<file path="config.mk">
export PLATFORM = sky130hd
export DESIGN_NAME = answer_confirm
export DESIGN_NICKNAME = d
export VERILOG_FILES = /design/src/rtl/digit_pkg.sv /design/src/rtl/frame_countdown.sv /design/src/rtl/answer_confirm.sv
export SDC_FILE = /design/constraint.sdc
export NUM_CORES = 1
export LEC_CHECK = 0
export BUFFER_PORTS_ARGS = -buffer_cell sky130_fd_sc_hd__buf_2
export CAP_MARGIN = 20
export CORE_AREA = 4 4 64 66
export DETAILED_ROUTE_END_ITERATION = 10
export DIE_AREA = 0 0 68 70
export PLACE_DENSITY = 0.57
export SYNTH_ARGS = -nofsm -noshare
export SYNTH_HDL_FRONTEND = slang
export SYNTH_HIERARCHICAL = 1
export SYNTH_SLANG_ARGS = --single-unit
</file>
<file path="constraint.sdc">
create_clock -name i_clk -period 2.5 [get_ports i_clk]
set_input_delay 0.125 -clock i_clk [delete_from_list [all_inputs] [get_ports i_clk]]
set_output_delay 0.125 -clock i_clk [all_outputs]
set_load 0.01 [all_outputs]
</file>
<file path="src/rtl/digit_pkg.sv">
// Shared types and constants for the digit answer confirmation path.
package digit_pkg;

   typedef enum logic [1:0] {
      S_IDLE  = 2'd0,
      S_COUNT = 2'd1,
      S_FIRE  = 2'd2,
      S_LOCK  = 2'd3
   } state_t;

   localparam logic [3:0] DIGIT_MAX     = 4'd9;
   localparam logic [3:0] DIGIT_NONE    = 4'hF;
   localparam logic [3:0] DIGIT_TIMEOUT = 4'hE;

   function automatic logic is_digit(input logic [3:0] d);
      return (d <= DIGIT_MAX);
   endfunction

endpackage

</file>
<file path="src/rtl/frame_countdown.sv">
// Loadable down-counter stepped by frame ticks; stops at zero and flags it.
module frame_countdown #(
   parameter int WIDTH = 8
) (
   input  logic             clk,
   input  logic             rst,
   input  logic             load,
   input  logic [WIDTH-1:0] load_value,
   input  logic             tick,
   output logic [WIDTH-1:0] count,
   output logic             zero
);

   logic [WIDTH-1:0] count_r;

   // Load has priority over tick; decrement stops at zero instead of wrapping.
   always_ff @(posedge clk) begin
      if (rst) begin
         count_r <= '0;
      end else if (load) begin
         count_r <= load_value;
      end else if (tick && (count_r != '0)) begin
         count_r <= count_r - {{(WIDTH-1){1'b0}}, 1'b1};
      end else begin
         count_r <= count_r;
      end
   end

   assign count = count_r;
   assign zero  = (count_r == '0);

endmodule

</file>
<file path="src/rtl/answer_confirm.sv">
// Confirms a classifier digit after CONFIRM_COUNT matching predictions, then locks out.
// Optional no-answer timeout is compiled in with `define ANSWER_TIMEOUT_EN.
module answer_confirm
   import digit_pkg::*;
#(
   parameter int CONFIRM_COUNT  = 4,
   parameter int LOCKOUT_FRAMES = 60,
   parameter int TIMEOUT_FRAMES = 600
) (
   input  logic       i_clk,
   input  logic       i_rst,
   input  logic       i_frame_tick,
   input  logic       i_pred_valid,
   input  logic [3:0] i_pred_digit,
   output logic [3:0] o_digit_answered,
   output logic       o_digit_identified,
   output logic [3:0] o_candidate,
   output logic       o_busy
);

   localparam logic [3:0] CONFIRM_W = 4'(CONFIRM_COUNT);
   localparam logic [7:0] LOCKOUT_W = 8'(LOCKOUT_FRAMES);

   state_t     state_r;
   state_t     state_s;
   logic [3:0] candidate_r;
   logic [3:0] candidate_s;
   logic [3:0] streak_r;
   logic [3:0] streak_s;
   logic [3:0] streak_inc_s;
   logic [3:0] answer_r;
   logic [3:0] answer_s;
   logic       identified_r;
   logic       busy_r;
   logic       confirm_s;
   logic       pred_ok_s;
   logic       pred_rej_s;

   logic       lock_load_s;
   logic       lock_tick_s;
   logic       lock_done_s;
   logic [7:0] lock_count_s;
   logic       lock_zero_s;
   logic       timeout_hit_s;

   assign pred_ok_s    = i_pred_valid & is_digit(i_pred_digit);
   assign pred_rej_s   = i_pred_valid & ~is_digit(i_pred_digit);
   assign streak_inc_s = (streak_r == 4'hF) ? streak_r : (streak_r + 4'd1);

   // Lockout counter is armed while firing and drained by frame ticks in S_LOCK.
   assign lock_load_s = (state_r == S_FIRE);
   assign lock_tick_s = i_frame_tick & (state_r == S_LOCK);
   assign lock_done_s = lock_tick_s & ((lock_count_s == 8'd1) | lock_zero_s);

   frame_countdown #(
      .WIDTH (8)
   ) u_lock (
      .clk        (i_clk),
      .rst        (i_rst),
      .load       (lock_load_s),
      .load_value (LOCKOUT_W),
      .tick       (lock_tick_s),
      .count      (lock_count_s),
      .zero       (lock_zero_s)
   );

`ifdef ANSWER_TIMEOUT_EN
   localparam logic [9:0] TIMEOUT_W = 10'(TIMEOUT_FRAMES);

   logic       tmo_armed_r;
   logic       tmo_run_s;
   logic       tmo_load_s;
   logic       tmo_tick_s;
   logic [9:0] tmo_count_s;
   logic       tmo_zero_s;

   // The first tick of a search window loads the remaining-frames count.
   assign tmo_run_s     = i_frame_tick & ((state_r == S_IDLE) | (state_r == S_COUNT));
   assign tmo_load_s    = tmo_run_s & ~tmo_armed_r;
   assign tmo_tick_s    = tmo_run_s & tmo_armed_r;
   assign timeout_hit_s = tmo_run_s & (tmo_armed_r ? ((tmo_count_s == 10'd1) | tmo_zero_s)
                                                   : (TIMEOUT_W == 10'd1));

   frame_countdown #(
      .WIDTH (10)
   ) u_timeout (
      .clk        (i_clk),
      .rst        (i_rst),
      .load       (tmo_load_s),
      .load_value (TIMEOUT_W - 10'd1),
      .tick       (tmo_tick_s),
      .count      (tmo_count_s),
      .zero       (tmo_zero_s)
   );

   // Window restarts after every answer (fire or lockout) and on reset.
   always_ff @(posedge i_clk) begin
      if (i_rst) begin
         tmo_armed_r <= 1'b0;
      end else if ((state_r == S_FIRE) || (state_r == S_LOCK)) begin
         tmo_armed_r <= 1'b0;
      end else if (tmo_load_s) begin
         tmo_armed_r <= 1'b1;
      end else begin
         tmo_armed_r <= tmo_armed_r;
      end
   end
`else
   assign timeout_hit_s = 1'b0;
`endif

   // Next-state and next-register values; confirmation beats timeout.
   always_comb begin
      state_s     = state_r;
      candidate_s = candidate_r;
      streak_s    = streak_r;
      answer_s    = answer_r;
      confirm_s   = 1'b0;
      case (state_r)
         S_IDLE, S_COUNT: begin
            if (pred_ok_s) begin
               if ((state_r == S_COUNT) && (i_pred_digit == candidate_r)) begin
                  streak_s = streak_inc_s;
               end else begin
                  candidate_s = i_pred_digit;
                  streak_s    = 4'd1;
               end
               if (streak_s >= CONFIRM_W) begin
                  confirm_s = 1'b1;
               end else begin
                  state_s = S_COUNT;
               end
            end else if (pred_rej_s) begin
               streak_s    = 4'd0;
               candidate_s = DIGIT_NONE;
               state_s     = S_IDLE;
            end else begin
               state_s = state_r;
            end
            if (confirm_s) begin
               state_s  = S_FIRE;
               answer_s = candidate_s;
            end else if (timeout_hit_s) begin
               state_s  = S_FIRE;
               answer_s = DIGIT_TIMEOUT;
            end else begin
               answer_s = answer_r;
            end
         end
         S_FIRE: begin
            if (LOCKOUT_W == 8'd0) begin
               state_s     = S_IDLE;
               streak_s    = 4'd0;
               candidate_s = DIGIT_NONE;
            end else begin
               state_s = S_LOCK;
            end
         end
         S_LOCK: begin
            if (lock_done_s) begin
               state_s     = S_IDLE;
               streak_s    = 4'd0;
               candidate_s = DIGIT_NONE;
            end else begin
               state_s = S_LOCK;
            end
         end
         default: begin
            state_s     = S_IDLE;
            streak_s    = 4'd0;
            candidate_s = DIGIT_NONE;
         end
      endcase
   end

   // State and output registers; outputs reflect the state being entered.
   always_ff @(posedge i_clk) begin
      if (i_rst) begin
         state_r      <= S_IDLE;
         candidate_r  <= DIGIT_NONE;
         streak_r     <= 4'd0;
         answer_r     <= 4'd0;
         identified_r <= 1'b0;
         busy_r       <= 1'b0;
      end else begin
         state_r      <= state_s;
         candidate_r  <= candidate_s;
         streak_r     <= streak_s;
         answer_r     <= answer_s;
         identified_r <= (state_s == S_FIRE);
         busy_r       <= (state_s == S_FIRE) || (state_s == S_LOCK);
      end
   end

   assign o_digit_answered   = answer_r;
   assign o_digit_identified = identified_r;
   assign o_candidate        = candidate_r;
   assign o_busy             = busy_r;

endmodule

</file>
After elaboration in Yosys (flattened, before gate mapping)
Cells that the tools add are included.
{"block": "word_totals", "ff_bits": 24, "in_bits": 8}
{"block": "classes", "n_addsub": 2, "order_cmp": 2, "eq_ne": 10, "n_mux": 24, "n_bitwise": 6, "n_reduce_logical": 13}
{"operator": "$mux W4", "count": 11}
{"operator": "$pmux W4 S2", "count": 2}
{"operator": "$mux W6", "count": 2}
{"operator": "$mux W2", "count": 5}
{"operator": "$eq A2 B2 Y1 const B", "count": 4}
{"operator": "$eq A8 B1 Y1 const B", "count": 1}
{"operator": "$logic_not A8 Y1", "count": 1}
{"operator": "$reduce_bool A8 Y1", "count": 1}
{"operator": "$sub A8 B1 Y8 const B", "count": 1}
{"operator": "$pmux W2 S3", "count": 1}
{"operator": "$add A4 B1 Y4 const B", "count": 1}
{"operator": "$and A1 B1 Y1", "count": 4}
{"operator": "$eq A4 B4 Y1", "count": 1}
{"operator": "$eq A4 B4 Y1 const B", "count": 1}
{"operator": "$ge A4 B3 Y1 const B", "count": 1}
{"operator": "$le A4 B4 Y1 const B", "count": 1}
{"operator": "$reduce_and A2 Y1", "count": 2}
{"operator": "$reduce_bool A2 Y1", "count": 2}
{"operator": "$reduce_or A2 Y1", "count": 2}
{"operator": "$mux W1", "count": 3}
{"operator": "$ne A3 B3 Y1 const B", "count": 1}
{"operator": "$reduce_and A3 Y1", "count": 1}
{"operator": "$eq A2 B1 Y1 const B", "count": 1}
{"operator": "$logic_and A1 B1 Y1", "count": 2}
{"operator": "5 further kinds", "count": 5}

Longest topological paths before layout
Gate-level depths: netlist (run 1).
{"block": "depth", "ltp_word": 13, "ltp_mapped": 8, "ltp_nobuf": 8}

Modules after synthesis
The synthesis (run 1) kept the hierarchy.
{"module": "answer_confirm", "n_inst": 1, "cells_each": 92, "area_per_inst_um2": 857.1, "seq_area_each_um2": 300.3}
{"module": "frame_countdown", "n_inst": 1, "cells_each": 59, "area_per_inst_um2": 515.5, "seq_area_each_um2": 160.2}

Least setup slack after synthesis (run 1)
No wires, ideal clock.
{"block": "synth_path", "path_type": "register -> register", "startpoint": "register state_r[1]", "endpoint": "register u_lock.count_r[7] (netlist: u_lock/count[7])", "t_arrival_ps": 1726, "required_time_ps": 2366, "slack_ps": 640, "stages_incl_launch_ff": 6, "synth_period_minus_slack_ps": 1860, "cell_sequence": "dfxtp_1 > and3_1 > or3b_2 > nor3_1 > mux2i_1 > a211oi_1"}
{"block": "synth_via", "elab_chain_len": 3, "word_cells_on_any_way": 5, "cone_classes": "eq/ne (2); bitwise (1); reduce/logical (2)"}
{"element": "start, declared", "line_no": "answer_confirm.sv:24", "source": "state_t state_r;"}
{"element": "start signal, assigned", "line_no": "answer_confirm.sv:186", "source": "state_r <= state_s;"}
{"element": "$eq A2 B2 Y1", "line_no": "answer_confirm.sv:52", "source": "assign lock_tick_s = i_frame_tick & (state_r == S_LOCK);"}
{"element": "$and A1 B1 Y1", "line_no": "answer_confirm.sv:52"}
{"element": "net lock_tick_s", "line_no": "answer_confirm.sv:40", "source": "logic lock_tick_s;"}
{"element": "$logic_and A1 B1 Y1", "line_no": "frame_countdown.sv:22", "source": "end else if (tick && (count_r != '0)) begin"}
{"element": "end signal, assigned", "line_no": "frame_countdown.sv:21", "source": "count_r <= load_value;"}
{"element": "end signal, assigned", "line_no": "frame_countdown.sv:23", "source": "count_r <= count_r - {{(WIDTH-1){1'b0}}, 1'b1};"}
{"element": "end signal, assigned", "line_no": "frame_countdown.sv:25", "source": "count_r <= count_r;"}
{"element": "end, declared", "line_no": "frame_countdown.sv:14", "source": "logic [WIDTH-1:0] count_r;"}
The timed path passes the listed nets, and every way through them passes these cells.
A chain may end at the register's enable or synchronous reset.

Worst setup path in the final report (run 1)
Ends and elaborated chain as after synthesis.

==> impl_metrics.ini, run 1 <==
[cts]
hold_buffers = 0
post_cts_buffers = 0
clockBufferDepth = 2
clk_pin_slew_ns = 0.14
htreeDepth = 1
ctsResizeCount = 0
clk_latency_ns = 0.32
cts.sinks = 23
cts_root_buffer = clkbuf_4
cts_made_buffers = 3
cts_tree = built

[placed_design]
gp_congestion = 0.7671
dpl.hpwl_mm = 2.175
port_buffers = 17
dpl_cell_area_sq_um = 1525
dp.cells = 219

[power]
p_per_area_nw_per_um2 = 400.3
p_clk_frac = 0.295
pwr-share-comb = 0.096
leakage_nw = 0.6407
p_int_mw = 0.4559
seqPwrFrac = 0.609
ir_drop_mv = 0.2077
p_sw_frac = 0.2664
p_sw_mw = 0.1656

[sta]
finalCritPeriodShare = 0.8103
finalCriticalPeriod_ns = 2.026
setup_viol = 0
tns_ns = 0
rsz0062_at_grt = false
timing.hold.ws_ns = 0.07444
slew_violations = 0
finalClockSkew_ns = 0.01077
finalHoldViolations = 0
clock.fmax_mhz = 493.7

[finish]
finalCoreUtilization = 0.4339
n_antenna_cell = 0
final_nets = 187
area.growth.synth_to_final_pct = 13.13
instances_no_fill = 223
drive_gt1_frac = 0.2286
postLayoutCellArea_sq_um = 1553

[synthesis]
synth_top_area_share = 0.3355
synth_area_leader_cell = dfxtp_1
synth-seq-cells = 23
synth.avg_cell_area_sq_um = 9.090
ys.warnings.count = 6
synthDistinctLibCells = 58
netlist_top_cells_area = dfxtp_1, nor2_1, mux2i_1
synthArstFlopShare = 0
syn-cell-area_sq_um = 1373
synth_seq_area_share = 0.3355
netlist_top_cells_count = dfxtp_1, nor2_1, nand2_1
synth_ff_type = dfxtp_1
synth_edf_count = 0
yosysMostFrequentCell = dfxtp_1
synthCells = 151

[global_route]
grtUsageTotal = 0.1362
grt_pass1_wl_mm = 5.161
grt_pass1_vias = 1147
overflow = 0
grt_max_degree = 24
antenna_found_initial = 0

[worst_setup_path]
critPathKind = reg2reg
slowest_stage = dfxtp_1
path_cells = and3_1, or3b_2, nor3_1, mux2i_1, a211oi_1
crit_path_start_kind = flip-flop
arrival_ns = 2.24
cp.required_ns = 2.71
path_max_fanout = 9
critPathMaxStageDelay_ns = 0.54
endpoint_kind = flip-flop

[routing]
drt-total-wl_mm = 2.899
firstDrtPassIters = 4
antenna_left = 0
viasPerCell = 5.161
drc = 0
dr_total_vias = 1151
initialDrtViolationCount = 10
routedWlPerCell_microns = 13.00

[floorplanning]
rows = 22
io_pins = 18
die_y_microns = 70
start_util = 0.3836
die-area_sq_um = 4760
die_w_microns = 68
core-area_sq_um = 3578

[status]
status = complete, no violations

[hold_path]
hold_path.class = in2reg

[flow_run]
drv_cap = 0
[flip-flops by register name (all words and copies together), names as in the netlist]
signal	cells
o_candidate	4
o_digit_answered	4
o_digit_identified	1
state_r	2
streak_r	4
u_lock/count	8
[critical path, delay by kind of cell, from the launching register on]
kind	cells	cell delay (ns)
AND/OR/NAND/NOR	3	1.07
multiplexers	1	0.22
AO/OA/AOI/OAI	1	0.08
flip-flops	1	0.54
[cell families (layout without fill, tap and decap cells)]
group           Yosys count  after routing  share of synthesized area
simple gates             59             59                     0.2726
compound gates           38             38                     0.2224
flops                    23             23                     0.3355
buf+inv                  13             31                    0.04102
xor+xnor                  7              7                    0.04467
mux                       6              6                    0.05105
fa+ha+maj                 3              3                    0.02735
other cells               2              8                   0.005472
[path summary, 6_finish.rpt]
| check | cells after the start | slack [ns] | start | endpoint |
|---|---|---|---|---|
| worst max-delay path | 5 | 0.47 | state_r[1] | u_lock/count[7] |
| worst min register to register | 2 | 0.51 | o_digit_answered[2] | o_digit_answered[2] |
| worst min-delay path | 3 | 0.07 | i_pred_digit[3] | o_candidate[3] |
| worst max register to register | 5 | 0.47 | state_r[1] | u_lock/count[7] |
[layout by cell type, fill, tap and decap left out, drive strengths merged, types with 4 or more instances in the layout]
| cell | instances |
|---|---|
| a21oi | 6 |
| nand3 | 4 |
| dfxtp | 23 |
| buf | 18 |
| mux2i | 4 |
| o22a | 4 |
| nor2b | 4 |
| xor2 | 4 |
| nor2 | 14 |
| nand2 | 9 |
| conb | 8 |
| o21ai | 6 |
| nor3b | 4 |
| inv | 8 |
| or4 | 5 |
[power groups by stage]
stage	clock network, mW	logic, mW	registers (mW)
after floorplan	0	0.0388	0.387
after global placement	0	0.0585	0.386
after detailed placement	0	0.0602	0.386
after CTS	0.186	0.0602	0.379
after global routing	0.211	0.0661	0.380
final	0.183	0.0595	0.379
[per-stage QoR]
stage	power (mW)	setup slack, ns
after floorplan	0.4253	0.6404
after global placement	0.4446	0.5550
after detailed placement	0.4466	0.4964
final	0.6215	0.4743
after CTS	0.6251	0.4659
after global routing	0.6565	0.2856
[per-layer routing]
metal / track usage / vias up / part of all wire
met5: 0 / - / 0
met4: 0.04636 / 0 / 0.013
met3: 0.02090 / 4 / 0.033
met2: 0.2227 / 21 / 0.48
met1: 0.1780 / 529 / 0.47
li1: - / 597 / -
[layout make-up]
type / count / area (sq um)
clock buffer: 3 / 22.52
timing repair buffer: 18 / 92.59
inverter: 9 / 33.78
multi-input combinational: 121 / 878.3
tap: 48 / 60.06
clock inverter: 1 / 5.005
fill: 395 / 2026
sequential: 23 / 460.4
Power figures use the tool's default switching activity.
==> run 2: changes to the inputs <==
clock period = 1.9 ns   (was 2.5 ns; I/O delays follow)
==> run 2 against run 1 <==
  * The flow now finishes with violations (negative setup slack)
  * Count of clock-buffer cells in the layout unchanged
  * Largest power group unchanged
  * Utilization is 3.0 points higher
  * Critical path type unchanged
  * Register-to-register slack worse by 0.50 ns
  * Die area is the same
  * First-iteration DRC count grew to 3.4 times the previous value
  * Global-route usage is 0.35 points higher
==> impl_metrics.ini, run 2 (synthesis results as in run 1) <==
[worst_setup_path]
endpoint_kind = flip-flop
cp.required_ns = 2.10
critPathKind = reg2reg
r2r_start = u_lock/count[2]
r2r_slack_ns = -0.02
rr_worst_depth = 5
cp-startpoint = u_lock/count[2]
path_max_fanout = 7
arrival_ns = 2.12
crit_path_start_kind = flip-flop
reg2reg_to = u_lock/count[4]
setup.worst_path.end = u_lock/count[4]

[floorplanning]
die-area_sq_um = 4760
core-area_sq_um = 3578
die_y_microns = 70
rows = 22
die_w_microns = 68
io_pins = 18
start_util = 0.3836

[finish]
drive_gt1_frac = 0.3207
postLayoutCellArea_sq_um = 1660
n_antenna_cell = 0
final_nets = 196
final_common_cell = dfxtp_1
largest_reg_flops = 8
area.growth.synth_to_final_pct = 20.97
fill_cells = 383
finalCoreUtilization = 0.4640
final_cell_mix = dfxtp_1, buf_2, nor2_1

[sta]
finalWorstSetupSlack_ns = -0.02157
tightest_slew_ns = 0.5031
finalCriticalPeriod_ns = 1.922
rsz0062_at_grt = true
finalClockSkew_ns = 0.005347
finalHoldViolations = 0
relSlewSlack = 0.6635
clock.fmax_mhz = 520.4
timing.hold.ws_ns = 0.05154
setup_viol = 3
slew_violations = 0
finalCritPeriodShare = 1.011

[routing]
antenna_left = 0
routedWlPerCell_microns = 13.27
drc = 0
dr_total_vias = 1178
initialDrtViolationCount = 34
drt-total-wl_mm = 3.078
firstDrtPassIters = 4
viasPerCell = 5.078

[status]
violations = negative setup slack
status = finished, violations left

[global_route]
grt_pass1_vias = 1199
grtUsageTotal = 0.1396
antenna_found_initial = 0
grt_max_degree = 24
overflow = 0
grt_pass1_wl_mm = 5.250

[cts]
cts_tree = built
clk_latency_ns = 0.31
cts.sinks = 23
clockBufferDepth = 2
clk_pin_slew_ns = 0.14
cts_root_buffer = clkbuf_4
cts_made_buffers = 3
htreeDepth = 1

[power]
p_per_area_nw_per_um2 = 490.0
p_sw_frac = 0.2591
p_int_mw = 0.6027
seqPwrFrac = 0.611
p_sw_mw = 0.2108
leakage_nw = 0.6961
pwr-share-comb = 0.103
ir_drop_mv = 0.3568
total_power_mw = 0.8136
p_clk_frac = 0.286

[placed_design]
dpl_cell_area_sq_um = 1578
dpl.hpwl_mm = 2.351
gp_congestion = 0.8225
port_buffers = 17

[flow_run]
drv_cap = 0

[hold_path]
hold_path.class = in2reg
run 2: cell count changes in the layout (fill, tap and decap cells not counted), sizes merged:
cell	before	now
buf	18	27
run 2: worst min path at each step:
stage / end / depth (start not counted) / slack, ns / start
finish: o_candidate[3] / 3 / 0.05 / i_pred_digit[3]
global placement: o_candidate[3] / 3 / 0.36 / i_pred_digit[3]
global route: o_candidate[3] / 3 / 0.05 / i_pred_digit[3]
CTS: o_candidate[3] / 3 / 0.04 / i_pred_digit[3]
detailed placement: o_candidate[3] / 3 / 0.38 / i_pred_digit[3]
floorplan: o_candidate[3] / 2 / 0.22 / i_pred_digit[3]
run 2: per-stage QoR:
stage | worst slack, ns | std cells | TNS, ns
final | -0.02157 | 232 | -0.05302
after global routing | -0.1091 | 232 | -0.7144
after floorplan | 0.04036 | 157 | 0
after global placement | 0.08689 | 226 | 0
after detailed placement | 0.005804 | 226 | 0
after CTS | 0.01568 | 231 | 0
run 2: power by group through the flow:
| stage | Clock [mW] | Combinational [mW] | Sequential [mW] |
|---|---|---|---|
| 5_1_grt | 0.273 | 0.0923 | 0.499 |
| 4_1_cts | 0.246 | 0.0811 | 0.497 |
| 3_3_place_gp | 0 | 0.0794 | 0.507 |
| 2_1_floorplan | 0 | 0.0511 | 0.509 |
| 3_5_place_dp | 0 | 0.0809 | 0.508 |
| 6_report | 0.232 | 0.0838 | 0.497 |
run 2: repair_timing:
item                       4_1_cts  5_1_grt
pin swaps                        0        5
resized for setup                1       10
hold buffers                     0        0
setup endpoints to repair        3       12
setup buffers                    1        1
run 2: layout make-up:
class | count | area, sq um | area share
Inverter | 9 | 33.78 | 0.02035
Tap cell | 48 | 60.06 | 0.03617
Multi-Input combinational cell | 121 | 914.6 | 0.5509
Clock buffer | 3 | 22.52 | 0.01356
Sequential cell | 23 | 464.2 | 0.2796
Clock inverter | 1 | 5.005 | 0.003014
Timing Repair Buffer | 27 | 160.2 | 0.09646
run 2: worst max-delay path: stages, from the launching register on:
cell and delay, ns:
dfxtp_2 0.35, or4_4 0.57, o41ai_4 0.52, buf_4 0.21
or3_4 0.11, a21oi_1 0.05
run 2: metal layers:
metal,GRT usage,vias up,routed length (microns)
met2,0.2388,13,1542
met3,0.02572,2,70
met4,0.03311,0,20
li1,-,612,-
met1,0.1766,551,1445
met5,0,-,0
